[src/rtl/seven_seg_pkg.sv]
// Shared constants for the seven-segment digit path: active-low segment
// glyphs (a..g on bits 0..6), blank/off codes and the digit-index type.
package seven_seg_pkg;

    localparam logic [6:0] SEG_BLANK = 7'h7F;
    localparam logic [3:0] ANODE_OFF = 4'hF;
    localparam logic [3:0] ANODE_D0  = 4'b1110;

    typedef logic [1:0] digit_idx_t;

    // Active-low glyphs for hex digits 0..F (bit 6 = g ... bit 0 = a).
    localparam logic [6:0] SEG_GLYPH [16] = '{
        7'b1000000, 7'b1111001, 7'b0100100, 7'b0110000,
        7'b0011001, 7'b0010010, 7'b0000010, 7'b1111000,
        7'b0000000, 7'b0010000, 7'b0001000, 7'b0000011,
        7'b1000110, 7'b0100001, 7'b0000110, 7'b0001110
    };

endpackage

[src/rtl/hex_to_seg.sv]
// Combinational nibble -> active-low cathode decoder using the package glyphs.
module hex_to_seg
    import seven_seg_pkg::*;
(
    input  logic [3:0] nibble_i,
    output logic [6:0] seg_o
);

    assign seg_o = SEG_GLYPH[nibble_i];

endmodule

[src/rtl/seven_seg_digit_driver.sv]
// Four-digit seven-segment driver behind the anode scanner. Re-times the
// scanner's anode word and drives matching cathodes from a double-buffered
// 16-bit value that only changes at a frame boundary (digit 0 activating).
// Optional leading-zero blanking: define SEVEN_SEG_LZ_BLANK_EN.
module seven_seg_digit_driver
    import seven_seg_pkg::*;
(
    input  logic        clock,
    input  logic        reset,
    input  logic [3:0]  anode_in,
    input  logic [15:0] value,
    input  logic        load,
    output logic [3:0]  anode,
    output logic [6:0]  cathode,
    output logic        pending
);

    logic [15:0] shadow_q, shadow_d;
    logic [15:0] active_q, active_d;
    logic        pending_q, pending_d;
    logic [3:0]  anode_q, anode_d;
    logic [6:0]  cathode_q, cathode_d;

    logic        word_valid;
    digit_idx_t  digit_idx;
    logic        frame_start;
    logic        transfer;
    logic [3:0]  nibble;
    logic [6:0]  glyph;
    logic        lz_blank;

    // Classify the anode word: exactly one low bit selects a digit.
    always_comb begin
        // NOTE: every output gets a default first so no path leaves a latch.
        word_valid = 1'b1;
        digit_idx  = 2'd0;
        case (anode_in)
            4'b1110: digit_idx = 2'd0;
            4'b1101: digit_idx = 2'd1;
            4'b1011: digit_idx = 2'd2;
            4'b0111: digit_idx = 2'd3;
            default: word_valid = 1'b0;
        endcase
    end

    assign frame_start = word_valid && (anode_in == ANODE_D0) && (anode_q != ANODE_D0);
    assign transfer    = frame_start && pending_q;

    // Double buffer: load fills the shadow, a frame start moves it to active.
    // A coincident load leaves pending set since the new shadow is unseen.
    always_comb begin
        active_d  = transfer ? shadow_q : active_q;
        shadow_d  = load ? value : shadow_q;
        pending_d = pending_q;
        if (transfer) pending_d = 1'b0;
        if (load)     pending_d = 1'b1;
    end

    // Pick the nibble of the transfer-updated value for the selected digit.
    always_comb begin
        nibble = active_d[3:0];
        case (digit_idx)
            2'd0: nibble = active_d[3:0];
            2'd1: nibble = active_d[7:4];
            2'd2: nibble = active_d[11:8];
            2'd3: nibble = active_d[15:12];
            default: nibble = active_d[3:0];
        endcase
    end

    hex_to_seg u_hex_to_seg (
        .nibble_i (nibble),
        .seg_o    (glyph)
    );

`ifdef SEVEN_SEG_LZ_BLANK_EN
    // Blank a digit above 0 when it and every higher digit are zero.
    always_comb begin
        lz_blank = 1'b0;
        case (digit_idx)
            2'd1: lz_blank = (active_d[15:4]  == 12'h000);
            2'd2: lz_blank = (active_d[15:8]  == 8'h00);
            2'd3: lz_blank = (active_d[15:12] == 4'h0);
            default: lz_blank = 1'b0;
        endcase
    end
`else
    assign lz_blank = 1'b0;
`endif

    // Output next-state: invalid words blank the display entirely.
    always_comb begin
        anode_d   = word_valid ? anode_in : ANODE_OFF;
        cathode_d = (word_valid && !lz_blank) ? glyph : SEG_BLANK;
    end

    // State registers; reset blanks the display and clears both buffers.
    always_ff @(posedge clock or posedge reset) begin
        if (reset) begin
            // NOTE: the value buffers are reset too so the first frame after
            // release deterministically shows 0000.
            shadow_q  <= 16'h0000;
            active_q  <= 16'h0000;
            pending_q <= 1'b0;
            anode_q   <= ANODE_OFF;
            cathode_q <= SEG_BLANK;
        end else begin
            // NOTE: non-blocking so all registers update from pre-edge values.
            shadow_q  <= shadow_d;
            active_q  <= active_d;
            pending_q <= pending_d;
            anode_q   <= anode_d;
            cathode_q <= cathode_d;
        end
    end

    assign anode   = anode_q;
    assign cathode = cathode_q;
    assign pending = pending_q;

endmodule

[config.mk]
export PLATFORM = sky130hd
export DESIGN_NAME = seven_seg_digit_driver
export DESIGN_NICKNAME = d
export VERILOG_FILES = /design/src/rtl/seven_seg_pkg.sv /design/src/rtl/hex_to_seg.sv /design/src/rtl/seven_seg_digit_driver.sv
export SDC_FILE = /design/constraint.sdc
export NUM_CORES = 1
export LEC_CHECK = 0
export CAP_MARGIN = 20
export CORE_MARGIN = 5
export CORE_UTILIZATION = 45
export CTS_BUF_LIST = sky130_fd_sc_hd__clkbuf_8
export DETAILED_ROUTE_END_ITERATION = 6
export GPL_ROUTABILITY_DRIVEN = 0
export PLACE_DENSITY_LB_ADDON = 0.12
export REMOVE_ABC_BUFFERS = 1
export SLEW_MARGIN = 20
export SYNTH_ARGS = -nofsm -noshare
export SYNTH_HDL_FRONTEND = slang
export SYNTH_SLANG_ARGS = --single-unit
[constraint.sdc]
create_clock -name clock -period 2.2 [get_ports clock]
set_input_delay 0.44 -clock clock [delete_from_list [all_inputs] [get_ports clock]]
set_output_delay 0.44 -clock clock [all_outputs]
set_load 0.05 [all_outputs]
==> metrics.log <==
[metrics] max incr delay on CP: 0.54 ns
[metrics] average cell area after synthesis: 12.8 sq um
[metrics] share of flip-flops with an asynchronous set or reset after synthesis: 100%
[metrics] number of inserted diodes: 0
[metrics] Clk pin slew, worst setup/hold paths: 0.09 ns
[metrics] peak-usage layer in the global routing report: met2
[metrics] max frequency: 397 MHz
[metrics] power per cell area: 831 nW/um^2
[metrics] worst slew margin relative to its limit: 64.0%
[metrics] Critical path buffers and inverters: 3
[metrics] register bit count reported by yosys: 44
[metrics] number of max-capacitance violations reported: 0
[metrics] critical path's slowest cell: sky130_fd_sc_hd__dfstp_2
[metrics] Post-Syn Area: approximately 2100 sq um
[metrics] Die Footprint: approximately 6000 sq um
[metrics] CTS H-tree depth: 2
[metrics] vias per std cell: about 5.2
[metrics] worst clock skew: 0.00500 ns
[metrics] # setup viols final: 7
[metrics] clock net sink count: 44
[metrics] Largest delay share family, worst path: compound AO/OA/AOI/OAI gates
[metrics] time the final worst path needs with I/O delays and setup: ~2.5 ns
[metrics] met1 usage: roughly a fifth
[metrics] met3 usage: 4.28%
[metrics] number of instances in the synthesized netlist: 161
[metrics] global-route usage over all layers: 16.5%
[metrics] cell mode on critical path: sky130_fd_sc_hd__buf_6
[metrics] fraction of synthesized cell area in xor and xnor cells: less than 1%
[metrics] detailed-router iteration count before antenna repair: 4
[metrics] NumNets Final: 274
[metrics] Post-synth EDFFs: 0
[metrics] nature of the critical path startpoint: register
[metrics] number of global-route vias before repair: roughly 1.7k
[metrics] post-synthesis cell type count: 42
[metrics] number of hold violations in the final report: 0
[metrics] detailed placer's ending HPWL: ~3200 um
[metrics] worst path cell trace: nand4b_1 > nand3_4 > buf_6 > mux2_4 > a2111oi_4 > buf_6 > buf_4 > or2_4 > o22ai_1 > o21ai_1
[metrics] Max Root-Sink Buffers: 2
[metrics] CTS tree: done
[metrics] part of the Yosys area used for sequential elements: 53.9%
[metrics] clock root buffer: sky130_fd_sc_hd__clkbuf_8
[metrics] outcome: complete, but fails checks
[metrics] width of the die: approximately 80 um
[metrics] highest-count cells in the layout ignoring fill and taps: sky130_fd_sc_hd__buf_4, sky130_fd_sc_hd__dfrtp_1, sky130_fd_sc_hd__clkdlybuf4s50_1, sky130_fd_sc_hd__mux2_2
[metrics] source of the worst hold timing path: active_q[10]
[metrics] unrepaired setup endpoints after global routing: true
[metrics] wire per inst: 15.6 um
[metrics] Peak supply drop: around 0.00044 V
[metrics] Worst setup EP type: register
[metrics] number of placement rows: 24
[metrics] core area: roughly 4400 sq um
[metrics] remaining routing DRC violations: 0
[metrics] Leakage Power: 1.36 nW
[metrics] clk_lat worst skew: roughly 0.30 ns
[metrics] final clock period utilization by the worst path: 114%
[metrics] total CTS buffers: 5
[metrics] final worst setup slack: -0.319 ns
[metrics] IO Count: 35
[metrics] area fraction in compound gates after synthesis: 12.1%
[metrics] Antenna Nets Post-Route: 0
[metrics] cell types with the largest area share after synthesis: sky130_fd_sc_hd__dfrtp_1, sky130_fd_sc_hd__dfstp_2, sky130_fd_sc_hd__mux2_2
[metrics] antenna violations before repair: 0
[metrics] grt ovf: 0
[metrics] library cell with the largest summed area after synthesis: sky130_fd_sc_hd__dfrtp_1
[metrics] Synth Area in Simple Gates: 7.57%
[metrics] failing checks: negative setup slack
[metrics] post-synthesis share of cell area spent on full adders, half adders and majority gates: 3.63%
[metrics] global-route wire length before repair: 8020 um
[metrics] Crit path arrival time: about 2.8 ns
[metrics] worst-margin pin slew: approximately 0.54 ns
[metrics] Post-CTS Hold Fix Bufs: 0
[metrics] Worst Path Required: 2.43 ns
[metrics] top-area cell type share of the netlist area: about two fifths
[metrics] Main synth FF type: sky130_fd_sc_hd__dfrtp_1
[metrics] category of the most critical setup path: reg -> reg
[metrics] worst min path class: reg -> reg
[metrics] total count of max-transition violations in the final report: 0
[metrics] via count of the routed design: 1563
[metrics] quantity of I/O buffers inserted on ports: 34
[metrics] most frequent standard cell in the layout excluding fill and tap cells: sky130_fd_sc_hd__buf_4
[metrics] critical path launch point: anode[1]
[metrics] vertical die dimension: approximately 78 um
[metrics] final hold slack: between 0.5 and 0.6 ns
[metrics] met2 routing resource usage after global routing: 28.0%
[metrics] wirelength, routed: 4640 um
[metrics] main combinational cell family by area after synthesis: multiplexers
[metrics] area added between synthesis and finish: 49.3%
[metrics] pin count of the biggest net entering global routing: between 40 and 50
[metrics] number of synthesis warnings: 0
[metrics] multiplexer share of the synthesized area: 18.1%
[metrics] starting DRC count in detailed routing: 67
[metrics] worst-path fanout max: 5
[metrics] fraction of final layout cells with drive strength greater than 1: 50.0%
[metrics] Starting Density: 46.8%
[metrics] Post-Place Setup Slack: -0.769 ns
[metrics] FF-to-FF Start: anode[1]
## cells by family after synthesis
group,after synthesis
compound gates,29
xor+xnor,1
fa+ha+maj,6
buf+inv,20
flops,44
mux,34
simple gates,27
## power by group
part           internal, W  leakage (nW)  switching [W]  total [W]
Sequential        0.000960         0.507      0.0000615    0.00102
Combinational     0.000472         0.803       0.000451   0.000923
Clock             0.000336        0.0541       0.000283   0.000619
## area by class of cell
cell class | count | area, sq um
Sequential cell | 44 | 1110
Tap cell | 52 | 65.1
Timing Repair Buffer | 82 | 717
Clock inverter | 3 | 42.5
Inverter | 15 | 56.3
Clock buffer | 5 | 68.8
Multi-Input combinational cell | 97 | 1020
Fill cell | 313 | 1330
## routing by layer
metal | vias to the layer above | routed length (um) | part of all wire [%]
met3 | 8 | 228 | 4.9
met2 | 36 | 2390 | 52
met5 | - | 0 | 0
met4 | 0 | 87 | 1.9
met1 | 776 | 1930 | 42
li1 | 743 | - | -
## sequential cells by signal, indices dropped and copies added, names as in the netlist
signal / count
active_q: 16
shadow_q: 16
cathode: 7
pending: 1
anode: 4
## cell usage after synthesis, types with 2 or more instances
library cell and instances:
sky130_fd_sc_hd__mux2i_1 10, sky130_fd_sc_hd__o22ai_1 2, sky130_fd_sc_hd__dfstp_2 11, sky130_fd_sc_hd__nand2_1 12
sky130_fd_sc_hd__o221ai_1 3, sky130_fd_sc_hd__a22o_1 2, sky130_fd_sc_hd__o21ai_0 3, sky130_fd_sc_hd__nor3b_1 2
sky130_fd_sc_hd__nand4_1 3, sky130_fd_sc_hd__a21oi_1 6, sky130_fd_sc_hd__dfrtp_1 33, sky130_fd_sc_hd__inv_1 12
sky130_fd_sc_hd__inv_2 3, sky130_fd_sc_hd__ha_1 6, sky130_fd_sc_hd__mux2_2 23, sky130_fd_sc_hd__o211ai_1 2
sky130_fd_sc_hd__nand2b_1 2, sky130_fd_sc_hd__o31ai_2 2
## final timing paths
path | endpoint | slack [ns] | cells past startpoint
max in group asynchronous | active_q[13] | 1.25 | 3
hold reg to reg | active_q[10] | 0.51 | 2
setup reg to reg | cathode[0] | -0.32 | 10
min in group asynchronous | active_q[6] | 0.58 | 3
setup / recovery | cathode[0] | -0.32 | 10
hold / removal | active_q[10] | 0.51 | 2
## per-stage QoR
stage / total power [W] / std cells / utilization [%] / area [sq um] / setup TNS (ns)
final: 0.00256 / 298 / 69.9 / 3090 / -1.82
after detailed placement: 0.00175 / 278 / 61.4 / 2710 / -4.71
after floorplan: 0.00145 / 156 / - / 2040 / -2.99
after global routing: 0.00270 / 298 / 69.9 / 3090 / -2.61
after CTS: 0.00243 / 291 / 66.6 / 2940 / -1.13
after global placement: 0.00171 / 278 / 61.4 / 2710 / -3.94
## timing repair
action,4_1_cts,5_1_grt
setup buffers,4,8
resized for setup,24,19
pin swaps,12,16
setup endpoints to repair,7,9
cloned,1,0
## tightest hold or removal path: cells and delay by family, from the launching register on
kind	cells	cell delay [ns]
DFF	1	0.35
AOI/OAI and AO/OA	1	0.07
and+or+nand+nor	1	0.06
No activity file was read; power rests on OpenSTA's default activity.
